$ cat config.mk
export PLATFORM = sky130hd
export DESIGN_NAME = mem_access
export DESIGN_NICKNAME = d
export VERILOG_FILES = /design/src/rtl/mem_access_pkg.sv /design/src/rtl/mem_access_align.sv /design/src/rtl/mem_access.sv
export SDC_FILE = /design/constraint.sdc
export NUM_CORES = 1
export LEC_CHECK = 0
export ABC_CLOCK_PERIOD_IN_PS = 3700
export CAP_MARGIN = 15
export CELL_PAD_IN_SITES_DETAIL_PLACEMENT = 0
export CELL_PAD_IN_SITES_GLOBAL_PLACEMENT = 1
export CORE_MARGIN = 3
export CORE_UTILIZATION = 26
export CTS_CLUSTER_DIAMETER = 30
export DETAILED_ROUTE_END_ITERATION = 7
export HOLD_SLACK_MARGIN = 0.12
export PLACE_DENSITY_LB_ADDON = 0.1
export RECOVER_POWER = 25
export SETUP_SLACK_MARGIN = 0.02
export SLEW_MARGIN = 40
export SYNTH_ARGS = -nofsm -noshare
export SYNTH_HDL_FRONTEND = slang
export SYNTH_SLANG_ARGS = --single-unit
export TNS_END_PERCENT = 50
$ cat constraint.sdc
create_clock -name clk -period 3.7 [get_ports clk]
set_input_delay 1.11 -clock clk [delete_from_list [all_inputs] [get_ports clk]]
set_output_delay 1.11 -clock clk [all_outputs]
set_load 0.05 [all_outputs]
$ cat src/rtl/mem_access_pkg.sv
// Shared op codes, FSM state type and op-class helpers for the MEM stage.
package mem_access_pkg;

  localparam logic [7:0] EXE_LB_OP  = 8'hE0;
  localparam logic [7:0] EXE_LBU_OP = 8'hE4;
  localparam logic [7:0] EXE_LH_OP  = 8'hE1;
  localparam logic [7:0] EXE_LHU_OP = 8'hE5;
  localparam logic [7:0] EXE_LW_OP  = 8'hE3;
  localparam logic [7:0] EXE_SB_OP  = 8'hE8;
  localparam logic [7:0] EXE_SH_OP  = 8'hE9;
  localparam logic [7:0] EXE_SW_OP  = 8'hEB;

  localparam logic [4:0]  NOP_REG_ADDR = 5'd0;
  localparam logic [31:0] ZERO_WORD    = 32'h0000_0000;

  typedef enum logic [1:0] {
    MEM_IDLE = 2'd0,
    MEM_BUSY = 2'd1,
    MEM_DONE = 2'd2
  } mem_state_t;

  function automatic logic is_load_op(input logic [7:0] op);
    case (op)
      EXE_LB_OP, EXE_LBU_OP, EXE_LH_OP, EXE_LHU_OP, EXE_LW_OP: return 1'b1;
      default: return 1'b0;
    endcase
  endfunction

  function automatic logic is_store_op(input logic [7:0] op);
    case (op)
      EXE_SB_OP, EXE_SH_OP, EXE_SW_OP: return 1'b1;
      default: return 1'b0;
    endcase
  endfunction

  function automatic logic is_mem_op(input logic [7:0] op);
    return is_load_op(op) | is_store_op(op);
  endfunction

endpackage

$ cat src/rtl/mem_access_align.sv
// Byte-lane logic for the MEM stage: big-endian byte enables, store lane
// replication, misalignment detection and load extraction/extension.
module mem_access_align
  import mem_access_pkg::*;
(
  input  logic [7:0]  aluop,
  input  logic [1:0]  addr_lo,
  input  logic [31:0] sdata,
  input  logic [31:0] rdata,
  output logic [3:0]  sel,
  output logic [31:0] wdata,
  output logic        misalign,
  output logic [31:0] load_data
);

  logic [7:0]  byte_lane;
  logic [15:0] half_lane;

  always_comb begin
    // Big-endian: byte address 0 lives in the most significant lane
    case (addr_lo)
      2'd0:    byte_lane = rdata[31:24];
      2'd1:    byte_lane = rdata[23:16];
      2'd2:    byte_lane = rdata[15:8];
      default: byte_lane = rdata[7:0];
    endcase
    half_lane = addr_lo[1] ? rdata[15:0] : rdata[31:16];

    sel       = 4'b0000;
    wdata     = ZERO_WORD;
    misalign  = 1'b0;
    load_data = ZERO_WORD;

    case (aluop)
      EXE_LB_OP, EXE_LBU_OP, EXE_SB_OP: begin
        sel   = 4'b1000 >> addr_lo;
        wdata = {4{sdata[7:0]}};
      end
      EXE_LH_OP, EXE_LHU_OP, EXE_SH_OP: begin
        sel      = addr_lo[1] ? 4'b0011 : 4'b1100;
        wdata    = {2{sdata[15:0]}};
        misalign = addr_lo[0];
      end
      EXE_LW_OP, EXE_SW_OP: begin
        sel      = 4'b1111;
        wdata    = sdata;
        misalign = |addr_lo;
      end
      default: ;
    endcase

    case (aluop)
      EXE_LB_OP:  load_data = {{24{byte_lane[7]}}, byte_lane};
      EXE_LBU_OP: load_data = {24'h0, byte_lane};
      EXE_LH_OP:  load_data = {{16{half_lane[15]}}, half_lane};
      EXE_LHU_OP: load_data = {16'h0, half_lane};
      EXE_LW_OP:  load_data = rdata;
      default:    load_data = ZERO_WORD;
    endcase
  end

endmodule

$ cat src/rtl/mem_access.sv
// MEM pipeline stage: non-memory ops pass straight through, loads/stores run a
// req/ack bus transaction with timeout and stall the pipeline while busy.
//
//   state    | meaning
//   MEM_IDLE | evaluate ex_* op; pass through or launch/abort a bus access
//   MEM_BUSY | bus_req asserted, waiting for bus_ack or timeout
//   MEM_DONE | result slot: load writeback or bubble; bus_err pulses here
module mem_access
  import mem_access_pkg::*;
#(
  parameter int TIMEOUT = 16
) (
  input  logic        clk,
  input  logic        rst,
  input  logic [4:0]  ex_wd,
  input  logic        ex_wreg,
  input  logic [31:0] ex_wdata,
  input  logic [7:0]  ex_aluop,
  input  logic [31:0] ex_addr,
  input  logic [31:0] ex_sdata,
  input  logic [31:0] bus_rdata,
  input  logic        bus_ack,
  output logic [4:0]  mem_wd,
  output logic        mem_wreg,
  output logic [31:0] mem_wdata,
  output logic        bus_req,
  output logic        bus_we,
  output logic [31:0] bus_addr,
  output logic [3:0]  bus_sel,
  output logic [31:0] bus_wdata,
  output logic        stallreq,
  output logic        bus_err
);

  localparam int CW = $clog2(TIMEOUT + 1);

  mem_state_t    state, state_nxt;
  logic [CW-1:0] count;
  logic [31:0]   rdata_q;
  logic          err_nxt;
  logic          mem_op;
  logic          a_misalign;
  logic [3:0]    a_sel;
  logic [31:0]   a_wdata;
  logic [31:0]   a_load;

  assign mem_op = is_mem_op(ex_aluop);

  mem_access_align u_align (
    .aluop     (ex_aluop),
    .addr_lo   (ex_addr[1:0]),
    .sdata     (ex_sdata),
    .rdata     (rdata_q),
    .sel       (a_sel),
    .wdata     (a_wdata),
    .misalign  (a_misalign),
    .load_data (a_load)
  );

  always_ff @(posedge clk) begin
    if (rst) begin
      state     <= MEM_IDLE;
      count     <= '0;
      bus_req   <= 1'b0;
      bus_we    <= 1'b0;
      bus_addr  <= ZERO_WORD;
      bus_sel   <= 4'b0000;
      bus_wdata <= ZERO_WORD;
      bus_err   <= 1'b0;
      rdata_q   <= ZERO_WORD;
    end else begin
      state   <= state_nxt;
      bus_err <= (state_nxt == MEM_DONE) && err_nxt;
      case (state)
        MEM_IDLE: begin
          count <= '0;
          if (mem_op && !a_misalign) begin
            bus_req   <= 1'b1;
            bus_we    <= is_store_op(ex_aluop);
            bus_addr  <= {ex_addr[31:2], 2'b00};
            bus_sel   <= a_sel;
            bus_wdata <= a_wdata;
          end
        end
        MEM_BUSY: begin
          count <= count + CW'(1);
          if (bus_ack) rdata_q <= bus_rdata;
          if (state_nxt != MEM_BUSY) begin
            bus_req <= 1'b0;
            bus_we  <= 1'b0;
          end
        end
        default: count <= '0;
      endcase
    end
  end

  always_comb begin
    state_nxt = state;
    err_nxt   = 1'b0;
    stallreq  = 1'b0;
    mem_wd    = ex_wd;
    mem_wreg  = ex_wreg;
    mem_wdata = ex_wdata;

    case (state)
      MEM_IDLE: begin
        if (mem_op) begin
          stallreq  = 1'b1;
          mem_wd    = NOP_REG_ADDR;
          mem_wreg  = 1'b0;
          mem_wdata = ZERO_WORD;
          if (a_misalign) begin
            state_nxt = MEM_DONE;
            err_nxt   = 1'b1;
          end else begin
            state_nxt = MEM_BUSY;
          end
        end
      end
      MEM_BUSY: begin
        stallreq  = 1'b1;
        mem_wd    = NOP_REG_ADDR;
        mem_wreg  = 1'b0;
        mem_wdata = ZERO_WORD;
        // An ack arriving on the last allowed cycle still completes cleanly
        if (bus_ack) begin
          state_nxt = MEM_DONE;
        end else if (count == CW'(TIMEOUT - 1)) begin
          state_nxt = MEM_DONE;
          err_nxt   = 1'b1;
        end
      end
      MEM_DONE: begin
        state_nxt = MEM_IDLE;
        if (is_load_op(ex_aluop) && !bus_err) begin
          mem_wdata = a_load;
        end else begin
          mem_wd    = NOP_REG_ADDR;
          mem_wreg  = 1'b0;
          mem_wdata = ZERO_WORD;
        end
      end
      default: state_nxt = MEM_IDLE;
    endcase

    if (rst) begin
      stallreq  = 1'b0;
      mem_wd    = NOP_REG_ADDR;
      mem_wreg  = 1'b0;
      mem_wdata = ZERO_WORD;
    end
  end

endmodule

==> results.yml, run 1 <==
timing:
  finalMaxSlewViolations: 84
  max_freq_mhz: 248
  relSlewSlack: -0.224
  worst_slack_ps: -336
  hold_viol: 0
  fin_skew_ps: 10.6
  rsz0062_at_grt: "true"
  setup_viol: 35
  period_share: 1.09
  fin_crit_ps: 4040
  hold_ws_ps: 451
  tightest_slew_ps: 1840
die:
  io_pins: 255
  initial_core_util: 0.269
  dieHeight_um: 152
  rows: 52
  core-area_um2: 20600
  chipWidth_um: 152
  floorplan.die_area_um2: 23200
cells_and_area:
  area_growth_pct: 77.2
  fillers: 2057
  register_area_um2: 2160
  finalNetCount: 1155
  diodes: 0
  drive_gt1_frac: 0.197
  multiInputGateArea_um2: 3550
global_route:
  antenna_found_initial: 0
  gr-total-overflow: 0
  grt_use_total: 0.188
  grt_first_pass_wirelength_um: 35500
  grt_pass1_vias: 6230
  grt_max_degree: 84
drt:
  drt_iter0_drc: 263
  vias_per_cell: 4.91
  drtPass1Iterations: 4
  finalWirelength_um: 22400
  num_vias: 6305
  ant_nets: 0
  wl_per_cell_um: 17.5
  drc: 0
clock_network:
  numCtsBuffers: 9
  cts.path.max_buffers: 2
  cts_tree: "built"
  cts.htree.levels: 3
  clkTransAtPathRegs_ps: 80
  clk_latency_ps: 360
  cts_root_buf: "clkbuf_16"
  clock-sinks: 108
  postCtsHoldBufs: 0
synthesis:
  syn_area_um2: 5560
  synth_edf_count: 0
  async_flop_share: 0
  synth-main-ff-cell: "dfxtp_1"
  synth.area.top_cells: "dfxtp_1 39%, nand2_1 11%, a21oi_1 8.2%"
  ys_seq_elements: 108
  synth_top_area_cell: "dfxtp_1"
  yosys_warnings: 0
  ys_types: 52
  synth_top_area_frac: 0.389
  synth-seq-area-share: 0.389
  synthTopCellsByCount: "170 x nand2_1, 108 x dfxtp_1, 91 x a21oi_1"
  yosysMostFrequentCell: "nand2_1"
  synth_cells: 742
  synth.avg_cell_area_um2: 7.49
worst_setup_path:
  arrival_ps: 2930
  crit_type: "in2out"
  r2r-start: "state[0]"
  crit_path_end_kind: "primary output"
  required_ps: 2590
  rr_worst_depth: 5
  r2r_slack_ps: 1330
  start_kind: "input port"
  r2r_end: "rdata_q[9]"
  crit_path_max_fanout: 8
pwr:
  ir_drop_mv: 0.223
  power_uw: 2840
  cellPowerDensity_nw_per_um2: 288
  p_leak_uw: 0.00344
min_path:
  hp-start: "count[0]"
  hold_class: "reg2reg"
  worstHoldPathCells: 1
  min_to: "count[0]"
placed_design:
  dp_slack_ps: -912
  dpl.hpwl_um: 16500
  place.gp.congestion: 0.853
  port_buffers: 252
run_status:
  failed_checks: "capacitance limit, slew limit, setup timing"
  outcome: "complete, but fails checks"
run:
  cap_viol_max_count: 1
## registers in the layout, summed over array words and instances, names as in the netlist, 2 cells and up
signal / flops
bus_sel: 4
bus_addr: 30
state: 2
count: 5
bus_wdata: 32
rdata_q: 32
## per-layer routing
metal	GRT usage	vias to the layer above	wire length, µm
met5	0	-	0
met4	0.0441	0	303
met3	0.0471	18	1340
met2	0.325	184	11200
met1	0.235	2959	9580
li1	-	3144	-
## metrics by stage
step	cell area, µm²	std cells	utilization	TNS (ps)
finish	9850	1283	0.477	-5600
global route	9850	1283	0.477	-8710
CTS	9810	1282	0.476	-7710
detailed placement	9370	1264	0.454	-25820
global placement	9360	1264	0.454	-25870
floorplan	5870	743	-	-6560
## critical path, stage by stage
cell and delay (ps):
buf_6 90, nand4b_1 250, a2111o_1 470, a211oi_2 250
a21boi_4 130, buf_16 180, a211oi_4 260, buf_12 180
## how the worst max path moves through the flow
| stage | slack [ps] | cells past startpoint | from | end |
|---|---|---|---|---|
| 4_1_cts | -430 | 8 | ex_aluop[4] | mem_wdata[16] |
| 5_1_grt | -450 | 8 | ex_aluop[4] | mem_wdata[30] |
| 6_report | -340 | 8 | ex_aluop[4] | mem_wdata[24] |
| 3_3_place_gp | -860 | 7 | ex_aluop[4] | mem_wdata[16] |
| 2_1_floorplan | -280 | 7 | ex_aluop[5] | mem_wdata[6] |
| 3_5_place_dp | -910 | 7 | ex_aluop[4] | mem_wdata[26] |
## cell families (layout without fill, tap and decap cells)
| family | Yosys count | count (layout) | share of synthesized area |
|---|---|---|---|
| and+or+nand+nor | 311 | 311 | 0.241 |
| AOI/OAI and AO/OA | 224 | 224 | 0.259 |
| DFF | 108 | 108 | 0.389 |
| buffers and inverters | 68 | 338 | 0.0518 |
| muxes | 26 | 26 | 0.0507 |
| adders and majority gates | 2 | 2 | 0.00450 |
| xor gates and xnor gates | 2 | 2 | 0.00315 |
| other | 1 | 2 | 0.000675 |
## power breakdown
| part | internal [µW] | switching, µW | leakage, µW |
|---|---|---|---|
| sequential | 1170 | 6.85 | 0.000871 |
| clock | 483 | 504 | 0.000148 |
| combinational | 344 | 330 | 0.00242 |
| total | 2000 | 841 | 0.00344 |
## what timing repair did
| action | 4_1_cts | 5_1_grt |
|---|---|---|
| cloned | 1 | 0 |
| endpoints found under the setup margin | 39 | 39 |
| resized for setup | 66 | 12 |
| pin swaps | 33 | 5 |
| buffers inserted | 2 | 1 |
## cell type report
class                   instances  area share
multi-input cells             567       0.361
well taps                     270      0.0343
clock inverters                 7     0.00801
flip-flops and latches        108       0.220
repair buffers                316       0.352
clock buffers                   9      0.0229
inverters                       6     0.00229
## placed cells by master (no fill, tap or decap), drive strengths merged, types with 5 or more instances in the layout
master	count
a32oi	8
nor2	72
a211oi	25
dfxtp	108
mux2i	18
nor3	22
a221oi	16
mux2	7
a22oi	23
buf	109
o2bb2ai	9
dlygate4sd3	5
clkbuf	12
nand2b	7
a221o	7
clkdlybuf4s50	197
and2	8
o21ai	32
nand2	170
nand3	13
a21oi	92
inv	10
No activity file was read; power rests on OpenSTA's default activity.
==> run 2: changes to the inputs <==
--- a/config.mk
+++ b/config.mk
@@ -17,6 +17,7 @@
 export PLACE_DENSITY_LB_ADDON = 0.1
 export RECOVER_POWER = 25
 export SETUP_SLACK_MARGIN = 0.02
+export SKIP_LAST_GASP = 1
 export SLEW_MARGIN = 40
 export SYNTH_ARGS = -nofsm -noshare
 export SYNTH_HDL_FRONTEND = slang
==> results.yml, run 2 (synthesis gave the netlist of run 1 again) <==
run_status:
  outcome: "complete, but fails checks"
  failed_checks: "capacitance limit, slew limit, setup timing"
die:
  floorplan.die_area_um2: 23200
  chipWidth_um: 152
  dieHeight_um: 152
  io_pins: 255
  core-area_um2: 20600
  initial_core_util: 0.269
  rows: 52
timing:
  tightest_slew_ps: 1830
  hold_viol: 0
  worst_slack_ps: -337
  max_freq_mhz: 248
  finalMaxSlewViolations: 84
  fin_crit_ps: 4040
  period_share: 1.09
  rsz0062_at_grt: "true"
  fin_setup_tns_ps: -6640
  relSlewSlack: -0.219
  setup_viol: 37
  fin_skew_ps: 10.6
placed_design:
  dpl.hpwl_um: 16500
  port_buffers: 252
  place.gp.congestion: 0.853
  dp_cells: 1264
  placed_cell_area_um2: 9370
cells_and_area:
  fin_area_um2: 9880
  final_cell_mix: "197 x clkdlybuf4s50_1, 168 x nand2_1, 108 x dfxtp_1, 88 x a21oi_1, 68 x nor2_1"
  finalNetCount: 1157
  reg.largest.list: "bus_wdata x32, rdata_q x32, bus_addr x30"
  diodes: 0
  fin_cells: 1285
  area_growth_pct: 77.8
  layout_commonest_cell: "clkdlybuf4s50_1"
  drive_gt1_frac: 0.191
min_path:
  hp-start: "count[0]"
  hold_class: "reg2reg"
pwr:
  cellPowerDensity_nw_per_um2: 288
  power_uw: 2850
  p_leak_uw: 0.00345
  ir_drop_mv: 0.223
worst_setup_path:
  cp_num_cells: 8
  crit_end: "mem_wdata[16]"
  crit_chain: "buf_6 -> nand4b_1 -> a2111o_1 -> a211oi_2 -> a21boi_4 -> buf_12 -> a211oi_4 -> buf_12"
  critPathSlowestCell: "a2111o_1"
  crit_path_max_fanout: 8
  r2r-start: "state[0]"
  arrival_ps: 2930
  start_kind: "input port"
  r2r_end: "rdata_q[9]"
  crit_path_max_incr_delay_ps: 470
  cpLargestDelayFamily: "compound AO/OA/AOI/OAI gates"
  worst_path_most_repeated_cell: "buf_12"
  crit_path_end_kind: "primary output"
  crit_path_start: "ex_aluop[4]"
  rr_worst_depth: 5
  crit_type: "in2out"
  critPathBufInv: 3
  required_ps: 2590
  r2r_slack_ps: 1360
global_route:
  grt_pass1_vias: 6214
  grt_max_degree: 84
  grt_first_pass_wirelength_um: 35300
  gr-total-overflow: 0
  grt_use_total: 0.187
  antenna_found_initial: 0
drt:
  wl_per_cell_um: 17.5
  num_vias: 6351
  drt_iter0_drc: 244
  ant_nets: 0
  drtPass1Iterations: 4
  vias_per_cell: 4.94
  drc: 0
  finalWirelength_um: 22500
clock_network:
  numCtsBuffers: 9
  cts_root_buf: "clkbuf_16"
  cts.path.max_buffers: 2
  cts.htree.levels: 3
  clk_latency_ps: 360
  clock-sinks: 108
  clkTransAtPathRegs_ps: 80
  postCtsHoldBufs: 0
  cts_tree: "built"
run:
  cap_viol_max_count: 1
-- run 2: changes by cell type in the layout (fill, tap and decap cells not counted), sizes merged --
cell           previous run  this run
clkbuf                   12        13
clkdlybuf4s15             1         2
-- run 2: where the power goes --
group | switching, µW | internal, µW
logic | 332 | 345
registers | 6.84 | 1170
clock network | 506 | 483
-- run 2: worst min-delay path by stage --
stage                  end  slack, ps  depth (start not counted)
2_1_floorplan     count[0]        420                          1
3_3_place_gp      count[0]        430                          1
3_5_place_dp      count[0]        440                          1
4_1_cts         bus_sel[3]        450                          2
5_1_grt        bus_addr[6]        460                          2
6_report          count[0]        450                          1
-- run 2: repair_timing --
item | in CTS | in global routing
pin swaps | 25 | 4
resized for setup | 44 | 31
cloned | 1 | 2
buffers inserted | 2 | 1
setup endpoints to repair | 39 | 39
-- run 2: metrics by stage --
stage | setup slack, ps | util | hold slack [ps]
global placement | -862 | 0.454 | 429
CTS | -433 | 0.473 | 454
detailed placement | -912 | 0.454 | 439
floorplan | -285 | - | 418
finish | -337 | 0.479 | 451
global route | -444 | 0.479 | 460
-- run 2: cell type report --
cell class / instances / area, µm²
fill: 2060 / 10700
multi-input combinational: 567 / 3560
timing repair buffer: 318 / 3490
sequential: 108 / 2160
tap: 270 / 338
clock buffer: 9 / 225
clock inverter: 7 / 78.8
inverter: 6 / 22.5
-- run 2: layer usage --
layer	vias to the layer above	GRT usage	wire, µm
met5	-	0	0
met3	21	0.0471	1310
met4	0	0.0475	345
li1	3151	-	-
met1	2994	0.235	9610
met2	185	0.322	11300
==> run 3: changes to the inputs <==
--- a/config.mk
+++ b/config.mk
@@ -10,9 +10,11 @@
 export CELL_PAD_IN_SITES_DETAIL_PLACEMENT = 0
 export CELL_PAD_IN_SITES_GLOBAL_PLACEMENT = 1
 export CORE_MARGIN = 3
-export CORE_UTILIZATION = 26
+export CORE_UTILIZATION = 40
 export CTS_CLUSTER_DIAMETER = 30
 export DETAILED_ROUTE_END_ITERATION = 7
+export DONT_BUFFER_PORTS = 1
+export GPL_ROUTABILITY_DRIVEN = 0
 export HOLD_SLACK_MARGIN = 0.12
 export PLACE_DENSITY_LB_ADDON = 0.1
 export RECOVER_POWER = 25
==> results.yml, run 3 (synthesis gave the netlist of run 1 again) <==
placed_design:
  dpl.hpwl_um: 13700
  dp_slack_ps: -226
  placed_cell_area_um2: 6870
  port_buffers: 0
  dp_cells: 928
drt:
  num_vias: 5505
  vias_per_cell: 5.84
  drt_iter0_drc: 431
  wl_per_cell_um: 19.8
  ant_nets: 0
  drc: 0
  finalWirelength_um: 18700
  drtPass1Iterations: 5
cells_and_area:
  area_growth_pct: 29.0
  final_cell_mix: "170 x nand2_1, 108 x dfxtp_1, 90 x a21oi_1, 71 x nor2_1, 42 x buf_12"
  fin_cells: 943
  reg.largest.list: "bus_wdata x32, rdata_q x32, bus_addr x30"
  drive_gt1_frac: 0.168
  layout_commonest_cell: "nand2_1"
  fin_area_um2: 7170
  diodes: 0
  finalNetCount: 910
clock_network:
  clock-sinks: 108
  postCtsHoldBufs: 0
  postCtsSetupBuffers: 0
  clkTransAtPathRegs_ps: 70
  clk_latency_ps: 350
  cts.path.max_buffers: 2
  cts.htree.levels: 3
  numCtsBuffers: 9
  cts_tree: "built"
  cts_root_buf: "clkbuf_16"
die:
  initial_core_util: 0.415
  floorplan.die_area_um2: 15300
  dieHeight_um: 124
  core-area_um2: 13400
  chipWidth_um: 124
  rows: 42
  io_pins: 255
timing:
  max_freq_mhz: 261
  worst_slack_ps: -128
  setup_viol: 16
  fin_crit_ps: 3830
  fin_setup_tns_ps: -1760
  fin_skew_ps: 6.03
  rsz0062_at_grt: "true"
  hold_viol: 0
  finalMaxSlewViolations: 0
  period_share: 1.03
  tightest_slew_ps: 1410
  relSlewSlack: 0.0604
global_route:
  grt_first_pass_wirelength_um: 28100
  grt_use_total: 0.234
  grt_max_degree: 126
  gr-total-overflow: 0
  grt_pass1_vias: 5372
  antenna_found_initial: 0
pwr:
  power.internal_uw: 1910
  p_leak_uw: 0.00238
  cellPowerDensity_nw_per_um2: 359
  pwr-share-seq: 0.472
  switching_share: 0.259
  ir_drop_mv: 0.180
  clkPwrFrac: 0.383
  pwr-share-comb: 0.145
  switching_power_uw: 665
worst_setup_path:
  crit_path_end_kind: "primary output"
  crit_path_max_incr_delay_ps: 380
  required_ps: 2590
  crit_type: "in2out"
  crit_chain: "nand4b_1 -> a2111o_1 -> a211oi_2 -> a21boi_4 -> buf_12 -> a211oi_4 -> buf_12"
  start_kind: "input port"
  worst_path_most_repeated_cell: "buf_12"
  crit_path_max_fanout: 13
  critPathSlowestCell: "a2111o_1"
  arrival_ps: 2720
min_path:
  hold_class: "reg2reg"
run:
  cap_viol_max_count: 0
run_status:
  failed_checks: "setup timing"
  outcome: "complete, but fails checks"
==> run 3: changes by cell type in the layout (fill, tap and decap cells not counted), sizes merged <==
cell	previous run	this run
dlygate4sd3	5	0
clkdlybuf4s50	197	0
buf	109	68
bufinv	0	1
clkdlybuf4s15	2	0
clkbuf	13	15
dlygate4sd2	1	0
inv	10	6
clkinvlp	0	1
clkinv	3	1
==> run 3: worst paths after layout <==
| kind | endpoint | slack (ps) | cells after the start | startpoint |
|---|---|---|---|---|
| setup / recovery | mem_wdata[31] | -130 | 7 | ex_aluop[4] |
| hold / removal | count[0] | 450 | 1 | count[0] |
| setup reg to reg | rdata_q[23] | 1350 | 5 | state[0] |
| hold reg to reg | count[0] | 450 | 1 | count[0] |
==> run 3: repair_timing <==
item / CTS / global route
pin swaps: 12 / 2
endpoints found under the setup margin: 31 / 31
resized for setup: 1 / 0
endpoints found under the hold margin: 0 / 0
==> run 3: cell type report <==
cell class | instances | area [µm²]
tap | 176 | 220
sequential | 108 | 2160
clock buffer | 12 | 256
multi-input combinational | 567 | 3410
fill | 1273 | 6230
clock inverter | 3 | 46.3
inverter | 6 | 22.5
timing repair buffer | 71 | 1050
==> run 3: worst max-delay path: cells and delay by family <==
kind            cells  cell delay (ps)
buf+inv             2              350
compound gates      4             1010
simple gates        1              240
==> run 3: layer usage <==
metal / global-route usage / wire length, µm / share of wire / vias to the layer above
li1: - / - / - / 2643
met1: 0.273 / 7200 / 0.39 / 2628
met2: 0.401 / 9310 / 0.50 / 208
met3: 0.0708 / 1720 / 0.092 / 26
met4: 0.0913 / 427 / 0.023 / 0
met5: 0 / 0 / 0 / -
==> run 3: through the flow <==
step	utilization	power, µW	hold WS [ps]
floorplan	-	1500	418
global placement	0.513	1610	427
detailed placement	0.513	1610	439
CTS	0.536	2600	455
global route	0.535	2670	476
finish	0.535	2570	449
==> run 3: power groups by stage <==
stage,registers [µW],logic (µW),clock network [µW]
after floorplan,1240,263,0
final,1210,372,986
after detailed placement,1240,372,0
after global placement,1240,368,0
after CTS,1210,374,1010
after global routing,1210,392,1060
